**src/rtl/display_pkg.sv**
```systemverilog
// Shared types and constants for the six-digit decimal display:
// FSM states, segment patterns and the BCD correction step.
package display_pkg;

    localparam int NUM_DIGITS = 6;
    localparam int BIN_W      = 20;
    localparam int BCD_W      = 4 * NUM_DIGITS;
    localparam int CNT_W      = 5;

    localparam logic [BIN_W-1:0] MAX_VALUE = 20'd999999;

    typedef enum logic [1:0] {
        IDLE,
        CONVERT,
        UPDATE
    } state_e;

    localparam logic [6:0] SEG_BLANK = 7'h7F;
    localparam logic [6:0] SEG_DASH  = 7'h3F;

    // Index 0 is the rightmost entry.
    localparam logic [9:0][6:0] SEG_DIGITS = {
        7'h10, 7'h00, 7'h78, 7'h02, 7'h12,
        7'h19, 7'h30, 7'h24, 7'h79, 7'h40
    };

    function automatic logic [BCD_W-1:0] bcd_adjust(
        input logic [BCD_W-1:0] b
    );
        logic [BCD_W-1:0] r;
        r = b;
        for (int i = 0; i < NUM_DIGITS; i++) begin
            if (b[4*i +: 4] >= 4'd5) begin
                r[4*i +: 4] = b[4*i +: 4] + 4'd3;
            end
        end
        return r;
    endfunction

endpackage

```
**src/rtl/seven_seg_digit.sv**
```systemverilog
// One BCD digit to an active-low 7-segment pattern.
// Non-decimal codes show as blank.
module seven_seg_digit
    import display_pkg::*;
(
    input  logic [3:0] digit_i,
    input  logic       blank_i,
    output logic [6:0] seg_o
);

    always_comb begin
        seg_o = SEG_BLANK;
        if (!blank_i && (digit_i < 4'd10)) begin
            seg_o = SEG_DIGITS[digit_i];
        end
    end

endmodule

```
**src/rtl/decimal_display.sv**
```systemverilog
// 20-bit binary to six 7-segment digits via sequential shift-add-3,
// with overflow dashes and optional leading-zero blanking.
module decimal_display
    import display_pkg::*;
#(
    parameter bit BLANK_LEADING_ZEROS = 1'b1,
    parameter bit SEG_ACTIVE_LOW      = 1'b1
) (
    input  logic             clock,
    input  logic             reset_n,
    input  logic             start,
    input  logic [BIN_W-1:0] bin,
    output logic             busy,
    output logic             done,
    output logic [6:0]       hex0,
    output logic [6:0]       hex1,
    output logic [6:0]       hex2,
    output logic [6:0]       hex3,
    output logic [6:0]       hex4,
    output logic [6:0]       hex5
);

    localparam logic [6:0] POL_MASK  = SEG_ACTIVE_LOW ? 7'h00 : 7'h7F;
    localparam logic [6:0] BLANK_OUT = SEG_BLANK ^ POL_MASK;

    state_e                       state_q, state_d;
    logic [BIN_W-1:0]             shift_q, shift_d;
    logic [BCD_W-1:0]             bcd_q, bcd_d;
    logic [CNT_W-1:0]             cnt_q, cnt_d;
    logic                         ovf_q, ovf_d;
    logic                         done_q, done_d;
    logic [NUM_DIGITS-1:0][6:0]   hex_q, hex_d;
    logic [NUM_DIGITS-1:0][6:0]   seg_raw;
    logic [NUM_DIGITS-1:0][6:0]   disp;
    logic [NUM_DIGITS-1:0]        blank;

    // A digit blanks while it and every digit above it are zero.
    always_comb begin
        logic run;
        blank = '0;
        run   = BLANK_LEADING_ZEROS;
        for (int i = NUM_DIGITS - 1; i > 0; i--) begin
            run      = run && (bcd_q[4*i +: 4] == 4'd0);
            blank[i] = run;
        end
    end

    for (genvar g = 0; g < NUM_DIGITS; g++) begin : g_digit
        seven_seg_digit u_digit (
            .digit_i (bcd_q[4*g +: 4]),
            .blank_i (blank[g]),
            .seg_o   (seg_raw[g])
        );
    end

    always_comb begin
        disp = '0;
        for (int i = 0; i < NUM_DIGITS; i++) begin
            disp[i] = (ovf_q ? SEG_DASH : seg_raw[i]) ^ POL_MASK;
        end
    end

    always_comb begin
        state_d = state_q;
        shift_d = shift_q;
        bcd_d   = bcd_q;
        cnt_d   = cnt_q;
        ovf_d   = ovf_q;
        done_d  = 1'b0;
        hex_d   = hex_q;
        unique case (state_q)
            IDLE: begin
                if (start) begin
                    shift_d = bin;
                    bcd_d   = '0;
                    cnt_d   = CNT_W'(BIN_W);
                    ovf_d   = (bin > MAX_VALUE);
                    state_d = CONVERT;
                end
            end
            CONVERT: begin
                {bcd_d, shift_d} = {bcd_adjust(bcd_q), shift_q} << 1;
                cnt_d = cnt_q - 5'd1;
                if (cnt_q == 5'd1) begin
                    state_d = UPDATE;
                end
            end
            UPDATE: begin
                hex_d   = disp;
                done_d  = 1'b1;
                state_d = IDLE;
            end
            default: state_d = IDLE;
        endcase
    end

    always_ff @(posedge clock or negedge reset_n) begin
        if (!reset_n) begin
            state_q <= IDLE;
            shift_q <= '0;
            bcd_q   <= '0;
            cnt_q   <= '0;
            ovf_q   <= 1'b0;
            done_q  <= 1'b0;
            hex_q   <= {NUM_DIGITS{BLANK_OUT}};
        end else begin
            state_q <= state_d;
            shift_q <= shift_d;
            bcd_q   <= bcd_d;
            cnt_q   <= cnt_d;
            ovf_q   <= ovf_d;
            done_q  <= done_d;
            hex_q   <= hex_d;
        end
    end

    assign busy = (state_q != IDLE);
    assign done = done_q;
    assign hex0 = hex_q[0];
    assign hex1 = hex_q[1];
    assign hex2 = hex_q[2];
    assign hex3 = hex_q[3];
    assign hex4 = hex_q[4];
    assign hex5 = hex_q[5];

endmodule

```
**config.mk**
```make
export PLATFORM = sky130hd
export DESIGN_NAME = decimal_display
export DESIGN_NICKNAME = d
export VERILOG_FILES = /design/src/rtl/display_pkg.sv /design/src/rtl/seven_seg_digit.sv /design/src/rtl/decimal_display.sv
export SDC_FILE = /design/constraint.sdc
export NUM_CORES = 1
export LEC_CHECK = 0
export ABC_AREA = 1
export CORE_MARGIN = 1
export CORE_UTILIZATION = 52
export DETAILED_ROUTE_END_ITERATION = 10
export MAX_ROUTING_LAYER = met4
export PLACE_DENSITY_LB_ADDON = 0.25
export REMOVE_ABC_BUFFERS = 1
export SLEW_MARGIN = 0
export SYNTH_ARGS = -nofsm -noshare
export SYNTH_HDL_FRONTEND = slang
export SYNTH_HIERARCHICAL = 1
export SYNTH_SLANG_ARGS = --single-unit
```
**constraint.sdc**
```tcl
create_clock -name clock -period 1.92 [get_ports clock]
set_clock_uncertainty 0.15 [all_clocks]
set_input_delay 0.384 -clock clock [delete_from_list [all_inputs] [get_ports clock]]
set_output_delay 0.384 -clock clock [all_outputs]
set_load 0.02 [all_outputs]
```
==> After elaboration in Yosys (flattened, before gate mapping) <==
Memory sizes are Yosys's and may differ from the RTL's.
Cells that the tools add are included.
{ "word_totals": {"out_inout_bits": 44, "register_bits": 95, "in_bits": 23, "mem_count": 6, "mem_bits_ro": 672} }
{ "mem_list": {"columns": ["name", "depth", "width", "read_ports", "rd_clocked_by_memory_dff", "wr", "line", "text"], "rows": [
  ["(no name shown)", 16, 7, 1, 0, 0, "seven_seg_digit.sv:14", "seg_o = SEG_DIGITS[digit_i];"],
  ["(no name shown)", 16, 7, 1, 0, 0, "seven_seg_digit.sv:14", null],
  ["(no name shown)", 16, 7, 1, 0, 0, "seven_seg_digit.sv:14", null],
  ["(no name shown)", 16, 7, 1, 0, 0, "seven_seg_digit.sv:14", null],
  ["(no name shown)", 16, 7, 1, 0, 0, "seven_seg_digit.sv:14", null],
  ["(no name shown)", 16, 7, 1, 0, 0, "seven_seg_digit.sv:14", null]
]} }
{ "op_classes": {"mux": 34, "n_addsub": 7, "reduce_logical": 25, "eq_ne": 5, "order_cmp": 19} }
{ "ops": {"columns": ["operator", "count"], "rows": [
  ["2-to-1 mux 7 bit", 18],
  ["one-hot mux 24 bit (2 select lines)", 1],
  ["one-hot mux 20 bit (2 select lines)", 1],
  ["less-than comparator 4 x 5 -> 1 bit, second input constant", 6],
  ["greater-or-equal comparator 4 x 3 -> 1 bit, second input constant", 6],
  ["less-than comparator 4 bit, second input constant", 6],
  ["2-to-1 mux 24 bit", 1],
  ["adder 4 x 2 -> 4 bit, second input constant", 5],
  ["greater-than comparator 20 bit, second input constant", 1],
  ["zero test 4 bit", 5],
  ["2-to-1 mux 20 bit", 1],
  ["2-to-1 mux 4 bit", 5],
  ["one-hot mux 5 bit (2 select lines)", 1],
  ["logical AND 1 bit", 9],
  ["AND reduction 2 bit", 3],
  ["equality test 5 x 1 -> 1 bit, second input constant", 1],
  ["zero test 1 bit", 5],
  ["2-to-1 mux 5 bit", 1],
  ["subtractor 5 x 1 -> 5 bit, second input constant", 1],
  ["2-to-1 mux 2 bit", 2],
  ["!= test 2 bit, second input constant", 2],
  ["one-hot mux 2 bit (2 select lines)", 1],
  ["nonzero test 2 bit", 2],
  ["adder 3 x 2 -> 3 bit, second input constant", 1],
  ["other kinds (5)", 5]
]} }

==> Depth between registers and ports, before layout <==
{ "depth": {"ltp_word": 9, "depth_mapped": 12, "ltp_nobuf": 12} }

==> Cells and area by module <==
Netlist, hierarchy kept.
{ "by_module_without_submodules": {"columns": ["mod", "cells_per_inst", "seq_area_each_um2", "instances", "area_per_inst_um2"], "rows": [
  ["decimal_display", 585, 2429.8, 1, 4713.3],
  ["seven_seg_digit", 40, 0.0, 6, 235.2]
]} }

==> Least setup slack after synthesis <==
OpenSTA, ideal clock, no wires.
{ "synth_timing": {"kind": "register to register", "startpoint": "reg bcd_q[21]", "endpoint": "reg hex_q (netlist bit hex1[4])", "path_stages_with_launch": 13, "path_buffers": 0, "setup_time_ns": 0.073, "t_required_ns": 1.697, "setup_slack_ns": -0.044, "t_arrival_ns": 1.741, "path_cell_list": "dfrtp_1 -> inv_1 -> ha_1 -> inv_1 -> nor2_1 -> nand2_1 -> nor2_1 -> nand3_1 -> nor2_1 -> nor2_4 -> nand2_1 -> nor2_1 -> a21oi_1"} }
{ "synth_rtl": {"columns": ["item", "line", "text"], "rows": [
  ["start: declaration", "decimal_display.sv:28", "logic [BCD_W-1:0] bcd_q, bcd_d;"],
  ["start signal: assignment", "decimal_display.sv:101", "bcd_q <= '0;"],
  ["start signal: assignment", "decimal_display.sv:109", "bcd_q <= bcd_d;"],
  ["end signal: assignment", "decimal_display.sv:105", "hex_q <= {NUM_DIGITS{BLANK_OUT}};"],
  ["end: declaration", "decimal_display.sv:32", "logic [NUM_DIGITS-1:0][6:0] hex_q, hex_d;"]
]} }

==> Worst setup path after layout <==
{ "layout_timing": {"startpoint": "reg done_q, in the netlist done", "endpoint": "out done"} }
{ "layout_rtl": {"columns": ["item", "line", "text"], "rows": [
  ["start: declaration", "decimal_display.sv:31", "logic done_q, done_d;"],
  ["start signal: assignment", "decimal_display.sv:112", "done_q <= done_d;"],
  ["end: declaration", "decimal_display.sv:14", "output logic done,"]
]} }
No word-level cell between the ends.

==> results.md <==
* Critical Path Fanout Max at 1
* Die outline width at 110.5 um
* Start of the worst register-to-register path: bcd_q[21]
* Fraction of final layout cells with drive strength greater than 1 at 0.1488
* Top-area cell type share of the netlist area at 0.2165
* Overall via count from detail_route at 5467
* CP arrival at 1.27 ns
* Synth async-reset ratio at 1.000
* Path type of the worst setup path: reg -> out
* Buffer cell driving the clock tree root: sky130_fd_sc_hd__clkbuf_16
* Clock tree sinks at 95
* Ports at 67
* Most frequent cells in the layout: 247 x sky130_fd_sc_hd__nand2_1, 93 x sky130_fd_sc_hd__nand3_1, 89 x sky130_fd_sc_hd__nor2_1
* Maximum level of the CTS H-tree at 3
* Kind of start point of the critical path: register
* Worst slew pin tran at 0.5055 ns
* Post-Synthesis Cell Area at 6125 sq um
* Clock latency on the worst-skew pair at 0.35 ns
* PortBufs at 66
* Remaining global-route overflow at 0
* Number of max-slew violations in the final report at 0
* Core Rows at 39
* Post-layout nets at 980
* Clock slew at the register clock pins of the worst setup and hold paths at 0.06 ns
* CP top delay family: buffers and inverters
* Drt first pass iters at 5
* Die height at 110.5 um
* Mean routed wirelength per cell at 13.04 um
* Clock power frac at 0.141
* Register area share after synthesis at 0.3967
* Remaining routing DRC violations at 0
* Final period demand of the worst path at 1.803 ns
* Cell type contributing the most total cell area after synthesis: sky130_fd_sc_hd__dfrtp_1
* Number of flip-flops and latches in the synthesized netlist at 95
* Source of the worst hold timing path: cnt_q[4]
* First-pass GRT wire length at 23690 um
* Via count of the first global-routing pass at 5273
* CP Depth at 1
* Maxcap violations at 0
* Critical-path top delay cell: sky130_fd_sc_hd__clkdlybuf4s50_1
* Part of the power in combinational logic at 0.558
* Post-DR vias/cell at 5.172
* Buffer depth of the longest clock path at 2
* Largest net degree at the start of global routing at 96
* Net load switching power at 5.528 mW
* Leading cell type in the layout, fill and taps excluded: sky130_fd_sc_hd__nand2_1
* Most common flop cell mapped by yosys: sky130_fd_sc_hd__dfrtp_1
* Number of inserted diodes at 0
* Period utilization at 0.9389
* Cells on worst reg2reg path at 12
* Total Neg Setup Slack at 0 ns
* WL final at 13790 um
* Required time of the worst setup path at 1.39 ns
* Terminus of the critical flop-to-flop path: hex1[4]
* Number of standard cells after synthesis at 825
* Average footprint of a synthesized cell at 7.424 sq um
* Hold-critical path depth at 1
* Setup repair after global routing missed its margin: true
* Critical-path cell list: clkdlybuf4s50_1
* Layout area overhead at 19.94%
* Worst reg-to-reg setup slack at 0.12 ns
* Top post-synthesis cells by area: sky130_fd_sc_hd__dfrtp_1 22%, sky130_fd_sc_hd__dfstp_2 18%, sky130_fd_sc_hd__nand2_1 15%
* Leakage power of the design at 3.754 nW
* Area of the die at 12220 sq um
* Number of enable-type register cells in the synthesized netlist at 0
* Worst setup slack before clock tree synthesis at -0.1380 ns
* Antenna violations before repair at 0
* Number of buffers inserted during clock tree synthesis at 9
* Area inside the core boundary at 11470 sq um
* Highest clock frequency the design can meet at 554.7 MHz
* Clock tree from TritonCTS: built
* Count of warnings emitted by yosys at 6
* Max-slew headroom at the worst pin at 0.6630
* Proportion of power drawn by flip-flops and latches at 0.301
* Peak supply drop at 0.7723 mV
* Gpl congestion at 0.9123
* End point of the worst hold path: cnt_q[4]
* Initial drt markers at 259
* Final number of hold-violating endpoints at 0
* Critical Path End Type: primary output
* Switching part of the total at 0.4584
* Post-DRT Antenna Nets at 0
* Final setup violation count at 0
* HPWL Detailed at 9769 um
* Internal power at 6.533 mW
* All-layer global routing usage at 0.2443
* Buffer and inverter count on the worst path at 1
* Min setup slack post-route at 0.1174 ns
* Power Dens Cells at 1642 nW/um^2
* Run status: finished clean
* Core Util, Final at 0.6406
* Fill cells at 979
* Largest stage delay on the critical path at 0.59 ns
* Initial standard-cell utilization of the core at 0.5341
* Number of distinct library cells after synthesis at 28
* Class of the tightest hold or removal check: reg -> reg
-- state kept, by name, indices dropped and copies added, names as in the netlist --
| name | cells |
|---|---|
| hex2 | 7 |
| hex1 | 7 |
| hex3 | 7 |
| bcd_q | 24 |
| cnt_q | 5 |
| hex5 | 7 |
| hex4 | 7 |
| hex0 | 7 |
| done | 1 |
| ovf_q | 1 |
| shift_q | 20 |
| state_q | 2 |
-- area by class of cell --
cell class,count,area (sq um),share of cell area
well taps,143,178.9,0.02436
repair buffers,101,907.1,0.1235
multi-input cells,604,3159,0.4301
clock inverters,1,5.005,0.0006813
inverters,98,397.9,0.05416
flip-flops and latches,95,2430,0.3308
clock buffers,15,267.8,0.03645
-- routing by layer --
layer / routed length (um) / share of wire / vias up / global-route usage
met5: 0 / 0 / - / -
met4: 296 / 0.021 / 0 / 0.1031
met3: 507 / 0.037 / 24 / 0.03128
met2: 7147 / 0.52 / 134 / 0.4265
met1: 5836 / 0.42 / 2543 / 0.2826
li1: - / - / 2766 / -
-- per-stage QoR --
step / hold WS, ns / total power, mW / instance area [sq um] / instances
4_1_cts: 0.3269 / 11.99 / 7296 / 1056
2_1_floorplan: -0.06159 / 8.174 / 5931 / 797
3_3_place_gp: 0.2991 / 10.13 / 7057 / 1039
3_5_place_dp: 0.3031 / 10.46 / 7057 / 1039
6_report: 0.3258 / 12.06 / 7346 / 1057
5_1_grt: 0.3543 / 13.17 / 7346 / 1057
-- how the worst max path moves through the flow --
stage,from,endpoint,slack (ns)
finish,done,done,0.12
global route,bcd_q[21],hex1[0],-0.02
CTS,bcd_q[21],hex1[4],-0.006
detailed placement,bcd_q[21],hex1[4],-0.14
global placement,bcd_q[20],hex1[4],-0.02
floorplan,state_q[0],bcd_q[0],-0.48
-- cell families after synthesis --
family	count (synthesis)	synth area share
buffers and inverters	126	0.09663
and+or+nand+nor	486	0.3483
AOI/OAI and AO/OA	69	0.05965
adders and majority gates	48	0.09806
other	1	0.0006123
DFF	95	0.3967
-- power groups by stage --
stage / Combinational (mW) / Sequential, mW / Clock (mW)
detailed placement: 6.78 / 3.67 / 0
global placement: 6.51 / 3.63 / 0
floorplan: 3.96 / 4.21 / 0
CTS: 6.62 / 3.63 / 1.74
global route: 7.62 / 3.76 / 1.80
finish: 6.73 / 3.63 / 1.70
-- what timing repair did --
action / in CTS / in global routing
resized for setup: 46 / 13
endpoints found under the hold margin: 53 / 0
setup endpoints to repair: 56 / 20
pin swaps: 0 / 10
setup buffers: 0 / 1
hold buffers: 1 / 0
-- synthesized netlist by cell type (3+ instances only) --
master	n
sky130_fd_sc_hd__nand2_1	248
sky130_fd_sc_hd__nand3_1	94
sky130_fd_sc_hd__nor2_1	93
sky130_fd_sc_hd__inv_1	88
sky130_fd_sc_hd__dfrtp_1	53
sky130_fd_sc_hd__ha_1	48
sky130_fd_sc_hd__dfstp_2	42
sky130_fd_sc_hd__a21oi_1	38
sky130_fd_sc_hd__o21ai_0	19
sky130_fd_sc_hd__nand4_1	15
sky130_fd_sc_hd__nor2_4	13
sky130_fd_sc_hd__buf_2	11
sky130_fd_sc_hd__buf_4	8
sky130_fd_sc_hd__nor2_2	8
sky130_fd_sc_hd__o211ai_1	7
sky130_fd_sc_hd__or2_1	7
sky130_fd_sc_hd__buf_6	6
sky130_fd_sc_hd__inv_6	6
sky130_fd_sc_hd__inv_2	4
sky130_fd_sc_hd__clkbuf_1	3
sky130_fd_sc_hd__o21ai_1	3
(Power assumes the default switching activity.)
